==> config.mk <==
export PLATFORM = sky130hd
export DESIGN_NAME = pseudo_spi_rx_sram_wr
export DESIGN_NICKNAME = d
export VERILOG_FILES = /design/src/rtl/pseudo_spi_rx_sram_wr_pkg.sv /design/src/rtl/pseudo_spi_rx_shreg.sv /design/src/rtl/pseudo_spi_rx_sram_wr.sv
export SDC_FILE = /design/constraint.sdc
export NUM_CORES = 1
export LEC_CHECK = 0
export ABC_CLOCK_PERIOD_IN_PS = 4700
export CORE_MARGIN = 2
export CORE_UTILIZATION = 50
export CTS_CLUSTER_SIZE = 25
export DETAILED_ROUTE_END_ITERATION = 7
export PLACE_DENSITY = 0.75
export SYNTH_ARGS = -nofsm -noshare
export SYNTH_HDL_FRONTEND = slang
export SYNTH_SLANG_ARGS = --single-unit
==> constraint.sdc <==
create_clock -name CLK -period 4.7 [get_ports CLK]
set_clock_uncertainty 0.05 [all_clocks]
set_input_delay 0.47 -clock CLK [delete_from_list [all_inputs] [get_ports CLK]]
set_output_delay 0.47 -clock CLK [all_outputs]
set_load 0.01 [all_outputs]
==> src/rtl/pseudo_spi_rx_sram_wr_pkg.sv <==
`default_nettype none
// ============================================================================
// Module   : pseudo_spi_rx_sram_wr_pkg
// Brief    : Shared widths and RX state encodings for the pseudo-SPI receiver.
// Revision : 1.0
// ============================================================================
package pseudo_spi_rx_sram_wr_pkg;

  localparam int MEMORY_DATA_WIDTH = 8;
  localparam int MEMORY_ADDR_WIDTH = 9;
  localparam int RESERVED_DATA_LEN = 8;
  localparam int BIT_CNT_WIDTH     = 4;

  localparam logic [BIT_CNT_WIDTH-1:0] BIT_CNT_FULL = BIT_CNT_WIDTH'(MEMORY_DATA_WIDTH);

  // Encodings are shared with the CPU-side header, so keep them fixed.
  typedef enum logic [2:0] {
    RX_IDLE  = 3'b000,
    RX_WAIT  = 3'b001,
    RX_SHIFT = 3'b011,
    RX_WRITE = 3'b010,
    RX_NEXT  = 3'b110,
    RX_DONE  = 3'b100
  } rx_state_e;

endpackage
`default_nettype wire

==> src/rtl/pseudo_spi_rx_shreg.sv <==
`default_nettype none
// ============================================================================
// Module   : pseudo_spi_rx_shreg
// Brief    : LSB-first deserialiser with saturating bit counter and SCLK2/LAT
//            rise detectors. Byte and counter outputs include this cycle's shift.
// Revision : 1.0
// ============================================================================
module pseudo_spi_rx_shreg
  import pseudo_spi_rx_sram_wr_pkg::*;
(
  input  logic                         clk,
  input  logic                         rst,
  input  logic                         i_en,
  input  logic                         i_clr,
  input  logic                         i_sclk2,
  input  logic                         i_lat,
  input  logic                         i_si,
  output logic [MEMORY_DATA_WIDTH-1:0] o_byte,
  output logic [BIT_CNT_WIDTH-1:0]     o_bit_cnt,
  output logic [BIT_CNT_WIDTH-1:0]     o_bit_cnt_upd,
  output logic                         o_sclk2_rise,
  output logic                         o_lat_rise
);

  logic                         r_sclk2_d;
  logic                         r_lat_d;
  logic [MEMORY_DATA_WIDTH-1:0] r_sh;
  logic [BIT_CNT_WIDTH-1:0]     r_cnt;
  logic                         w_shift;

  assign o_sclk2_rise  = i_sclk2 & ~r_sclk2_d;
  assign o_lat_rise    = i_lat & ~r_lat_d;
  assign w_shift       = i_en & o_sclk2_rise;
  assign o_byte        = w_shift ? {i_si, r_sh[MEMORY_DATA_WIDTH-1:1]} : r_sh;
  assign o_bit_cnt     = r_cnt;
  // Saturate at a full byte; extra bits still shift through the register.
  assign o_bit_cnt_upd = (w_shift && (r_cnt != BIT_CNT_FULL)) ? r_cnt + 1'b1 : r_cnt;

  always_ff @(posedge clk or posedge rst) begin
    if (rst) begin
      r_sclk2_d <= 1'b0;
      r_lat_d   <= 1'b0;
      r_sh      <= '0;
      r_cnt     <= '0;
    end else begin
      r_sclk2_d <= i_sclk2;
      r_lat_d   <= i_lat;
      r_sh      <= o_byte;
      r_cnt     <= i_clr ? '0 : o_bit_cnt_upd;
    end
  end

endmodule
`default_nettype wire

==> src/rtl/pseudo_spi_rx_sram_wr.sv <==
`default_nettype none
// ============================================================================
// Module   : pseudo_spi_rx_sram_wr
// Brief    : Pseudo-SPI receiver; writes DATA_LEN received bytes to SRAM from
//            ADDR_BGN upward, then reports rx_is_done.
// Revision : 1.0
// ============================================================================
module pseudo_spi_rx_sram_wr
  import pseudo_spi_rx_sram_wr_pkg::*;
(
  input  logic                         CLK,
  input  logic                         RST,
  input  logic                         BGN,
  input  logic [MEMORY_ADDR_WIDTH-1:0] ADDR_BGN,
  input  logic [RESERVED_DATA_LEN-1:0] DATA_LEN,
  input  logic                         SCLK1,
  input  logic                         SCLK2,
  input  logic                         LAT,
  input  logic                         SPI_SI,
  output logic                         CEN,
  output logic [MEMORY_ADDR_WIDTH-1:0] A,
  output logic                         D_WE,
  output logic [MEMORY_DATA_WIDTH-1:0] PO,
  output logic                         RDY,
  output logic                         ERR,
  output logic                         rx_is_done
);

  rx_state_e                    r_state;
  rx_state_e                    w_state_nxt;
  logic [MEMORY_ADDR_WIDTH-1:0] r_addr;
  logic [RESERVED_DATA_LEN-1:0] r_len;
  logic [RESERVED_DATA_LEN-1:0] r_byte_cnt;
  logic                         r_cen;
  logic                         r_we;
  logic [MEMORY_ADDR_WIDTH-1:0] r_a;
  logic [MEMORY_DATA_WIDTH-1:0] r_po;
  logic                         r_err;

  logic                         w_shift_en;
  logic                         w_cnt_clr;
  logic                         w_in_shift;
  logic                         w_frame_ok;
  logic                         w_frame_bad;
  logic [MEMORY_DATA_WIDTH-1:0] w_byte;
  logic [BIT_CNT_WIDTH-1:0]     w_bit_cnt;
  logic [BIT_CNT_WIDTH-1:0]     w_bit_cnt_upd;
  logic                         w_sclk2_rise;
  logic                         w_lat_rise;

  assign w_shift_en  = (r_state == RX_WAIT) || (r_state == RX_SHIFT);
  assign w_in_shift  = (r_state == RX_SHIFT) && BGN;
  // LAT is judged against the count that already includes a coincident SCLK2 bit.
  assign w_frame_ok  = w_in_shift && w_lat_rise && (w_bit_cnt_upd == BIT_CNT_FULL);
  assign w_frame_bad = w_in_shift && w_lat_rise && (w_bit_cnt_upd != BIT_CNT_FULL);
  assign w_cnt_clr   = (r_state == RX_IDLE) || (r_state == RX_NEXT) || w_frame_bad;

  pseudo_spi_rx_shreg u_shreg (
    .clk           (CLK),
    .rst           (RST),
    .i_en          (w_shift_en),
    .i_clr         (w_cnt_clr),
    .i_sclk2       (SCLK2),
    .i_lat         (LAT),
    .i_si          (SPI_SI),
    .o_byte        (w_byte),
    .o_bit_cnt     (w_bit_cnt),
    .o_bit_cnt_upd (w_bit_cnt_upd),
    .o_sclk2_rise  (w_sclk2_rise),
    .o_lat_rise    (w_lat_rise)
  );

  always_ff @(posedge CLK or posedge RST) begin
    if (RST) r_state <= RX_IDLE;
    else     r_state <= w_state_nxt;
  end

  always_comb begin
    w_state_nxt = r_state;
    if ((r_state != RX_IDLE) && !BGN) begin
      w_state_nxt = RX_IDLE;
    end else begin
      case (r_state)
        RX_IDLE:  if (BGN) w_state_nxt = (DATA_LEN == '0) ? RX_DONE : RX_WAIT;
        RX_WAIT:  if (w_sclk2_rise) w_state_nxt = RX_SHIFT;
        RX_SHIFT: if (w_lat_rise)
                    w_state_nxt = (w_bit_cnt_upd == BIT_CNT_FULL) ? RX_WRITE : RX_WAIT;
        RX_WRITE: w_state_nxt = RX_NEXT;
        RX_NEXT:  w_state_nxt = ((r_byte_cnt + 1'b1) == r_len) ? RX_DONE : RX_WAIT;
        RX_DONE:  w_state_nxt = RX_DONE;
        default:  w_state_nxt = RX_IDLE;
      endcase
    end
  end

  always_ff @(posedge CLK or posedge RST) begin
    if (RST) begin
      r_addr     <= '0;
      r_len      <= '0;
      r_byte_cnt <= '0;
      r_cen      <= 1'b1;
      r_we       <= 1'b0;
      r_a        <= '0;
      r_po       <= '0;
      r_err      <= 1'b0;
    end else begin
      // The strobe pair is asserted only for the single cycle spent in WRITE.
      r_cen <= 1'b1;
      r_we  <= 1'b0;
      case (r_state)
        RX_IDLE: begin
          if (BGN) begin
            r_addr     <= ADDR_BGN;
            r_len      <= DATA_LEN;
            r_byte_cnt <= '0;
            r_err      <= 1'b0;
          end
        end
        RX_WAIT, RX_SHIFT: begin
          if (SCLK1 && SCLK2) r_err <= 1'b1;
          if ((r_state == RX_SHIFT) && w_sclk2_rise && (w_bit_cnt == BIT_CNT_FULL)) r_err <= 1'b1;
          if (w_frame_bad) r_err <= 1'b1;
          if (w_frame_ok) begin
            r_cen <= 1'b0;
            r_we  <= 1'b1;
            r_a   <= r_addr;
            r_po  <= w_byte;
          end
        end
        RX_NEXT: begin
          r_addr     <= r_addr + 1'b1;
          r_byte_cnt <= r_byte_cnt + 1'b1;
        end
        default: ;
      endcase
      if (w_state_nxt == RX_IDLE) begin
        r_a  <= '0;
        r_po <= '0;
      end
    end
  end

  assign CEN        = r_cen;
  assign D_WE       = r_we;
  assign A          = r_a;
  assign PO         = r_po;
  assign ERR        = r_err;
  assign RDY        = w_shift_en;
  assign rx_is_done = (r_state == RX_DONE);

endmodule
`default_nettype wire
==> summary.md, run 1 <==
| Metric | Value |
|---|---|
| CP Class | `in -> reg` |
| Final number of hold-violating endpoints | `0` |
| Die H | `82.73 µm` |
| CTS H-tree depth | `3` |
| Slew Limit Fails | `0` |
| CP max stage cell | `nor4bb_4` |
| Final setup fails | `0` |
| Final nets | `397` |
| Post-synthesis mux area share | `3.230%` |
| Maximum vdd drop | `0.0001858 V` |
| Root Driver | `clkbuf_8` |
| Vias | `2525` |
| Outcome | `completed` |
| Least-Margin Pin Slew | `0.8831 ns` |
| WP buf/inv | `2` |
| Delay-heaviest family, CP | `simple AND/OR/NAND/NOR gates` |
| CP Data Arrival Time | `3.26 ns` |
| Site Rows | `28` |
| Final hold slack | `0.4543 ns` |
| Clk pwr share | `36.2%` |
| Setup crit end kind | `flip-flop` |
| Critical Path Fanout Max | `29` |
| Post-synthesis compound-gate area fraction | `13.93%` |
| Antenna Cells | `0` |
| Min cycle time layout | `3.053 ns` |
| Synth Cell Area | `3099 µm²` |
| DP Worst Slack | `1.291 ns` |
| Synth unique cells | `53` |
| Buffers on Ports | `45` |
| R2r worst-path depth | `7` |
| First-pass GRT wire length | `11210 µm` |
| Largest stage delay on the critical path | `0.83 ns` |
| Switching Share | `28.06%` |
| Clock Tree Buf Depth | `2` |
| First-pass DRT Iterations | `4` |
| Initial antenna violation count | `0` |
| Slew headroom | `41.04%` |
| Avg Inst Size Synth | `9.392 µm²` |
| WL per Instance | `14.90 µm` |
| Starting Density | `52.04%` |
| Fin util | `62.96%` |
| Final worst-path cycle share | `64.96%` |
| Xor/xnor share of the synthesized area | `3.956%` |
| Postcts setup bufs | `0` |
| CTS tree | `built` |
| GP Congestion | `0.8323` |
| Synth warn | `0` |
| Clock Pin Slew Worst Setup and Hold Paths | `0.07 ns` |
| Syn_nets | `358` |
| Setup TNS | `0 ns` |
| Vias in the first global route | `2377` |
| Max_cap viols | `0` |
| Power per Cell Area | `340.1 nW/µm²` |
| Grt ovf | `0` |
| Worst path cell trace | `clkdlybuf4s50_1, nor4bb_4, nand2_1, nor3_1, o21ai_4, inv_2, nor2_1, nor3_1` |
| Synthesized flop and latch total | `62` |
| Leakage dissipation | `0.001603 µW` |
| Most frequent cells in the layout | `61 x dfrtp_1, 59 x nand2_1, 45 x clkdlybuf4s50_1, 40 x nor2_1, 16 x nand3_1` |
| Worst setup margin | `1.647 ns` |
| Data required time at the worst endpoint | `4.91 ns` |
| Largest family of logic cells by synthesized area | `simple AND/OR/NAND/NOR gates` |
| IO Pins | `46` |
| Top_reg_cell synth | `dfrtp_1` |
| Adder-cell area share of the yosys netlist | `1.615%` |
| Hold Crit Class | `reg -> reg` |
| RSZ-0062 raised after global routing | `no` |
| Routed vias/inst | `5.624` |
| First-iteration detailed-routing DRC count | `110` |
| Largest net degree at the start of global routing | `37` |
| Crit path depth | `8` |
| P&R area growth vs syn | `20.99%` |
| Final ANT Viol Nets | `0` |
| TritonCTS sink count | `62` |
| Sw power | `357.9 µW` |
| Setup crit start kind | `primary input` |
| DRC | `0` |
| Most common cell after layout, fill and taps aside | `dfrtp_1` |
| DRT Wirelength | `6690 µm` |
| Post-CTS Hold Fix Bufs | `0` |
| Sequential group share of total power | `49.8%` |
| Comb pwr share | `14.0%` |
| Most frequent CP cell | `nor3_1` |
| Post-DP HPWL | `4601 µm` |
| Internal power | `917.4 µW` |
| Clk_lat worst skew | `0.35 ns` |
| Synth Area in Simple Gates | `23.25%` |
| Ys async rst share | `100.0%` |
| Hold path cells | `2` |
| Die span in x | `82.73 µm` |
| Share of cells above drive strength 1 | `10.43%` |
| PostCTS Resize Cnt | `0` |
| GRT Total Usage | `22.12%` |
| Max Clock Freq | `327.5 MHz` |
| Post-synth EDFFs | `0` |
| Core region area | `5956 µm²` |
| Seq/Total Area, Yosys | `50.10%` |
| Die area | `6844 µm²` |
| Num CTS Buffers | `9` |
| Post-synthesis cell count | `330` |
==> synth_stat cells (6+ instances only) <==
library cell	n	area share, %
mux2_2	8	2.9
nor2_1	40	4.8
o21ai_1	6	0.97
clkbuf_1	10	1.2
nor3_1	13	2.1
xor2_1	7	2.0
nand3_1	16	2.6
xnor2_1	7	2.0
a21oi_1	6	0.97
dfrtp_1	61	49
o21ai_0	13	2.1
nand2_1	59	7.1
a31oi_1	6	1.2
==> cells by family after synthesis <==
group / count (synthesis)
AO/OA/AOI/OAI: 62
XOR/XNOR: 14
adder cells (fa/ha/maj): 4
buffers and inverters: 25
flip-flops: 62
multiplexers: 9
AND/OR/NAND/NOR: 154
==> power groups by stage <==
stage / Sequential [µW] / Combinational [µW] / Clock (µW)
floorplan: 627 / 132 / 0
global route: 643 / 201 / 494
finish: 635 / 179 / 461
CTS: 634 / 181 / 471
global placement: 642 / 175 / 0
detailed placement: 644 / 180 / 0
==> metal layers <==
metal / up-vias / track usage [%] / part of all wire (%)
met3: 11 / 4.674 / 4.0
met4: 0 / 9.344 / 1.7
met1: 1226 / 28.75 / 45
met5: - / 0 / 0
met2: 55 / 35.89 / 49
li1: 1233 / - / -
==> sequential cells by signal, indices dropped and copies added (netlist names), 3 cells and up <==
register / cells
r_state: 3
r_len: 8
r_byte_cnt: 8
r_addr: 9
A: 9
u_shreg.r_sh: 8
PO: 8
u_shreg.o_bit_cnt: 4
==> path summary, 6_finish.rpt <==
check / startpoint / endpoint / slack, ns
setup / recovery: SCLK2 / PO[7] / 1.65
hold / removal: r_len[1] / r_len[1] / 0.45
setup reg to reg: r_state[2] / PO[7] / 1.76
hold reg to reg: r_len[1] / r_len[1] / 0.45
max in group asynchronous: RST / CEN / 3.20
min in group asynchronous: RST / u_shreg.r_sclk2_d / 0.52
==> worst register-to-register path, stage by stage, from the launching register on <==
cell      delay, ns
dfrtp_1        0.52
nor4bb_4       0.84
nand2_1        0.13
nor3_1         0.44
o21ai_4        0.14
inv_2          0.40
nor2_1         0.12
nor3_1         0.22
==> layout make-up <==
cell class / instances / area [µm²]
multi-input cells: 243 / 1425
inverters: 6 / 22.52
repair buffers: 47 / 465.4
clock buffers: 10 / 127.6
flip-flops and latches: 62 / 1553
clock inverters: 6 / 62.56
fillers: 508 / 2206
well taps: 75 / 93.84
==> per-stage QoR <==
| step | cells | instance area [µm²] | total power, µW |
|---|---|---|---|
| finish | 449 | 3750 | 1275 |
| global route | 449 | 3750 | 1338 |
| CTS | 449 | 3750 | 1286 |
| detailed placement | 433 | 3560 | 823.8 |
| global placement | 433 | 3560 | 816.1 |
| floorplan | 330 | 3099 | 758.8 |
Power figures use the tool's default switching activity.
==> run 2, diff against run 1 <==
--- a/config.mk
+++ b/config.mk
@@ -5,12 +5,12 @@
 export SDC_FILE = /design/constraint.sdc
 export NUM_CORES = 1
 export LEC_CHECK = 0
-export ABC_CLOCK_PERIOD_IN_PS = 4700
+export ABC_CLOCK_PERIOD_IN_PS = 2700
 export CORE_MARGIN = 2
-export CORE_UTILIZATION = 50
+export CORE_UTILIZATION = 49
 export CTS_CLUSTER_SIZE = 25
 export DETAILED_ROUTE_END_ITERATION = 7
-export PLACE_DENSITY = 0.75
+export PLACE_DENSITY = 0.76
 export SYNTH_ARGS = -nofsm -noshare
 export SYNTH_HDL_FRONTEND = slang
 export SYNTH_SLANG_ARGS = --single-unit
==> constraint.sdc (replaced) <==
create_clock -name CLK -period 2.7 [get_ports CLK]
set_clock_uncertainty 0.05 [all_clocks]
set_input_delay 0.27 -clock CLK [delete_from_list [all_inputs] [get_ports CLK]]
set_output_delay 0.27 -clock CLK [all_outputs]
set_load 0.01 [all_outputs]
==> run 2 against run 1 <==
First-iteration DRC count up 110%; final cell count rose by 1.1%; critical path depth did not move; sequential power up 73%.
==> summary.md, run 2 (synthesis results as in run 1) <==
| Metric | Value |
|---|---|
| Final nets | `402` |
| Critical path origin | `r_state[0]` |
| Vias in the first global route | `2389` |
| Starting Density | `51.43%` |
| GP Congestion | `0.8033` |
| Final worst-path cycle share | `86.87%` |
| Routed vias/inst | `5.491` |
| First-iteration detailed-routing DRC count | `234` |
| Share of cells above drive strength 1 | `11.35%` |
| WP buf/inv | `2` |
| CP Class | `reg -> reg` |
| Final cell count without fillers | `454` |
| Setup TNS | `0 ns` |
| Setup crit start kind | `flip-flop` |
| Clock Pin Slew Worst Setup and Hold Paths | `0.07 ns` |
| Antenna Cells | `0` |
| Core region area | `6026 µm²` |
| RSZ-0062 raised after global routing | `no` |
| P&R area growth vs syn | `23.82%` |
| Critical Path Fanout Max | `25` |
| Most frequent cells in the layout | `61 x dfrtp_1, 59 x nand2_1, 45 x clkdlybuf4s50_1, 40 x nor2_1, 16 x nand3_1` |
| Least-Margin Pin Slew | `0.8518 ns` |
| Final ANT Viol Nets | `0` |
| Setup crit end kind | `flip-flop` |
| Buffers on Ports | `45` |
| R2R Path Start | `r_state[0]` |
| Final setup fails | `0` |
| Slew headroom | `43.01%` |
| Slew Limit Fails | `0` |
| Die span in x | `83.53 µm` |
| Sequential group share of total power | `47.6%` |
| Max Clock Freq | `426.3 MHz` |
| CP max stage cell | `dfrtp_1` |
| Hold Crit Class | `in -> async` |
| Filler instances | `513` |
| Site Rows | `28` |
| Num CTS Buffers | `9` |
| Multi-input gate area | `1425 µm²` |
| Post-CTS Hold Fix Bufs | `0` |
| GRT Total Usage | `20.32%` |
| Die area | `6977 µm²` |
| Switching Share | `25.63%` |
| Most common cell after layout, fill and taps aside | `dfrtp_1` |
| First-pass DRT Iterations | `4` |
| PostCTS Resize Cnt | `0` |
| CP Data Arrival Time | `2.54 ns` |
| Comb pwr share | `13.7%` |
| Final number of hold-violating endpoints | `0` |
| IO Pins | `46` |
| WL per Instance | `14.30 µm` |
| DRC | `0` |
| Postcts setup bufs | `0` |
| Largest stage delay on the critical path | `0.51 ns` |
| Clk_lat worst skew | `0.34 ns` |
| Grt ovf | `0` |
| TritonCTS sink count | `62` |
| Flip-flop and latch area | `1553 µm²` |
| Worst path cell trace | `nor4bb_4, nor4b_1, o31a_1, o21ai_4, inv_2, buf_12, nor2_1, nor3_1` |
| Sw power | `593.0 µW` |
| CTS tree | `built` |
| Vias | `2493` |
| Max_cap viols | `0` |
| Clk pwr share | `38.7%` |
| Delay-heaviest family, CP | `simple AND/OR/NAND/NOR gates` |
| Post-DP HPWL | `4600 µm` |
| Min cycle time layout | `2.346 ns` |
| DRT Wirelength | `6490 µm` |
| Data required time at the worst endpoint | `2.90 ns` |
| Largest net degree at the start of global routing | `34` |
| Outcome | `completed` |
| CTS H-tree depth | `3` |
| Root Driver | `clkbuf_8` |
| Die H | `83.53 µm` |
| First-pass GRT wire length | `11460 µm` |
| Maximum vdd drop | `0.0003215 V` |
| Initial antenna violation count | `0` |
| Internal power | `1721 µW` |
| Power per Cell Area | `602.9 nW/µm²` |
| Placed cells | `438` |
| Clock Tree Buf Depth | `2` |
| Leakage dissipation | `0.001658 µW` |
## run 2: cell types whose count changed in the layout (fill, tap and decap cells not counted), sizes merged
cell      delta
clkbuf       +2
buf          +5
bufinv       +1
clkinvlp     -3
## run 2: area by class of cell
type | count | share of cell area, %
Tap cell | 75 | 2.445
Clock buffer | 12 | 3.782
Clock inverter | 4 | 1.826
Inverter | 6 | 0.5869
Timing Repair Buffer | 52 | 13.76
Sequential cell | 62 | 40.46
Multi-Input combinational cell | 243 | 37.14
## run 2: stage by stage
stage               setup slack (ns)  instance area, µm²  hold WS (ns)  power (µW)  util (%)
floorplan                     0.6731                3099        0.2514        1321         -
global placement              0.1273                3622        0.4301        1423     60.11
detailed placement           0.01774                3622        0.4333        1435     60.11
CTS                           0.3538                3837        0.3053        2332     63.68
global route                  0.1636                3837        0.3408        2430     63.68
finish                        0.3544                3837        0.2843        2314     63.68
## run 2: worst paths after layout
kind	endpoint	slack (ns)	cells after the start
worst max register to register	PO[1]	0.35	8
worst max-delay path	PO[1]	0.35	8
min in group CLK	u_shreg.r_lat_d	0.37	1
max in group asynchronous	CEN	1.68	3
worst min register to register	r_len[3]	0.45	2
worst min-delay path	r_addr[3]	0.28	2
## run 2: power by group through the flow
stage               logic, µW  clock network, µW  registers [µW]
floorplan                 229                  0            1090
global route              357                958            1120
CTS                       321                911            1100
detailed placement        319                  0            1120
global placement          310                  0            1110
finish                    316                896            1100
## run 2: metal layers
metal  vias up  GRT usage, %  share of wire (%)
met3         5         6.034                4.7
met5         -             0                  0
met1      1201         28.28                 47
met2        48         31.38                 48
met4         0         5.279               0.76
li1       1239             -                  -
==> run 3, diff against run 2 <==
--- a/config.mk
+++ b/config.mk
@@ -5,12 +5,12 @@
 export SDC_FILE = /design/constraint.sdc
 export NUM_CORES = 1
 export LEC_CHECK = 0
-export ABC_CLOCK_PERIOD_IN_PS = 2700
-export CORE_MARGIN = 2
-export CORE_UTILIZATION = 49
+export ABC_CLOCK_PERIOD_IN_PS = 3000
+export CORE_MARGIN = 5
+export CORE_UTILIZATION = 50
 export CTS_CLUSTER_SIZE = 25
 export DETAILED_ROUTE_END_ITERATION = 7
-export PLACE_DENSITY = 0.76
+export PLACE_DENSITY = 0.75
 export SYNTH_ARGS = -nofsm -noshare
 export SYNTH_HDL_FRONTEND = slang
 export SYNTH_SLANG_ARGS = --single-unit
==> constraint.sdc (replaced) <==
create_clock -name CLK -period 3 [get_ports CLK]
set_clock_uncertainty 0.05 [all_clocks]
set_input_delay 0.3 -clock CLK [delete_from_list [all_inputs] [get_ports CLK]]
set_output_delay 0.3 -clock CLK [all_outputs]
set_load 0.01 [all_outputs]
==> run 3 against run 2 <==
Sequential power fell by 9.7%; clock power fell by 2%; first-iteration DRC count is 53% lower; hold slack got worse by 0.0024 ns; wire length is 1.3% higher; maximum frequency down 9.0%; clock-buffer cell count decreased by 2; utilization up 0.27 points; critical path depth shrank 1; non-clock buffer count down 2; die area increased by 13%.
==> summary.md, run 3 (synthesis results as in run 1) <==
| Metric | Value |
|---|---|
| TritonCTS sink count | `62` |
| Core region area | `5991 µm²` |
| IO Pins | `46` |
| Die H | `88.73 µm` |
| Routed vias/inst | `5.465` |
| Final setup fails | `0` |
| WL per Instance | `14.54 µm` |
| Starting Density | `51.73%` |
| DRT Wirelength | `6572 µm` |
| Grt ovf | `0` |
| Largest net degree at the start of global routing | `63` |
| First-pass DRT Iterations | `4` |
| R2r worst-path depth | `7` |
| Buffers on Ports | `45` |
| Share of cells above drive strength 1 | `11.14%` |
| Final nets | `400` |
| Post-CTS Hold Fix Bufs | `0` |
| Delay-heaviest family, CP | `simple AND/OR/NAND/NOR gates` |
| Multi-input gate area | `1425 µm²` |
| Final cell count without fillers | `452` |
| Max Clock Freq | `388.0 MHz` |
| Most common cell after layout, fill and taps aside | `dfrtp_1` |
| Clk_lat worst skew | `0.34 ns` |
| GRT Total Usage | `18.53%` |
| CP Data Arrival Time | `2.80 ns` |
| Maximum vdd drop | `0.0004397 V` |
| RSZ-0062 raised after global routing | `no` |
| Post-DP Area | `3595 µm²` |
| Clk pwr share | `40.9%` |
| GP Congestion | `0.8519` |
| Max_cap viols | `0` |
| Post-DP HPWL | `4519 µm` |
| Switching Share | `25.19%` |
| Num CTS Buffers | `9` |
| Die span in x | `88.73 µm` |
| Flip-flop and latch area | `1553 µm²` |
| Largest stage delay on the critical path | `0.56 ns` |
| First-pass GRT wire length | `11350 µm` |
| Overall power | `2154 µW` |
| R2R Path Start | `r_state[2]` |
| Worst path cell trace | `nor4bb_4, nor4b_1, o31a_1, o21ai_4, inv_2, nand3_1, o21ai_1` |
| CP Class | `reg -> reg` |
| Data required time at the worst endpoint | `3.22 ns` |
| Final ANT Viol Nets | `0` |
| Sw power | `542.5 µW` |
| Initial antenna violation count | `0` |
| Postcts setup bufs | `0` |
| Setup crit start kind | `flip-flop` |
| Vias in the first global route | `2548` |
| P&R area growth vs syn | `23.62%` |
| Filler instances | `509` |
| Sequential group share of total power | `46.1%` |
| Leakage dissipation | `0.001655 µW` |
| Vias | `2470` |
| CP max stage cell | `nor4bb_4` |
| Comb pwr share | `13.0%` |
| Outcome | `completed` |
| Final number of hold-violating endpoints | `0` |
| Final worst-path cycle share | `85.91%` |
| CTS H-tree depth | `3` |
| Final Instance Area | `3831 µm²` |
| Root Driver | `clkbuf_8` |
| Setup TNS | `0 ns` |
| PostCTS Resize Cnt | `0` |
| WP buf/inv | `1` |
| Site Rows | `28` |
| Critical Path Fanout Max | `29` |
| Power per Cell Area | `562.2 nW/µm²` |
| Slew headroom | `45.61%` |
| Worst r2r dst | `A[6]` |
| First-iteration detailed-routing DRC count | `110` |
| Die area | `7873 µm²` |
| Clock Pin Slew Worst Setup and Hold Paths | `0.07 ns` |
| Min cycle time layout | `2.577 ns` |
| Placed cells | `436` |
| DRC | `0` |
| Hold Crit Class | `in -> async` |
| Clock Tree Buf Depth | `2` |
| CTS tree | `built` |
| Slew Limit Fails | `0` |
| Setup crit end kind | `flip-flop` |
| Antenna Cells | `0` |
| Most frequent cells in the layout | `61 x dfrtp_1, 59 x nand2_1, 45 x clkdlybuf4s50_1, 40 x nor2_1, 16 x nand3_1` |
| Least-Margin Pin Slew | `0.8129 ns` |
| Worst reg2reg setup slack | `0.42 ns` |
| Final hold slack | `0.2819 ns` |
| Internal power | `1611 µW` |
==> run 3: tightest hold or removal path: cells and delay by family <==
family,cells,cell delay [ns]
buffers and inverters,3,0.77
==> run 3: how the worst max path moves through the flow <==
| stage | cells past startpoint | from | slack (ns) | end |
|---|---|---|---|---|
| 2_1_floorplan | 11 | r_state[0] | 0.97 | A[8] |
| 3_3_place_gp | 8 | SCLK2 | 0.27 | PO[5] |
| 3_5_place_dp | 8 | SCLK2 | 0.15 | PO[5] |
| 4_1_cts | 7 | r_state[2] | 0.39 | PO[5] |
| 5_1_grt | 7 | r_state[2] | 0.05 | PO[3] |
| 6_report | 7 | r_state[2] | 0.42 | A[6] |
==> run 3: layout make-up <==
type                            instances  share of cell area [%]
Sequential cell                        62                   40.53
Clock buffer                           10                   3.331
Timing Repair Buffer                   50                   13.06
Tap cell                               75                   2.449
Inverter                                6                  0.5879
Multi-Input combinational cell        243                   37.20
Clock inverter                          6                   2.841
==> run 3: through the flow <==
step                      utilization [%]  setup WS [ns]
after detailed placement            60.00         0.1544
after CTS                           63.95         0.3891
after floorplan                         -         0.9731
after global routing                63.95        0.05018
after global placement              60.00         0.2733
final                               63.95         0.4228
==> run 3: power by group through the flow <==
stage          clock (µW)  combinational [µW]  sequential (µW)
6_report              880                 280              993
2_1_floorplan           0                 206              983
4_1_cts               899                 285              992
3_3_place_gp            0                 275             1000
5_1_grt               934                 319             1010
3_5_place_dp            0                 282             1010
==> run 3: metal layers <==
metal  wire length, µm  vias up  part of all wire, %  global-route usage (%)
met4                72        0                  1.1                   6.868
met3               364        6                  5.5                   5.214
met2              3243       51                   49                   31.11
met5                 0        -                    0                       0
met1              2891     1179                   44                   22.71
li1                  -     1234                    -                       -
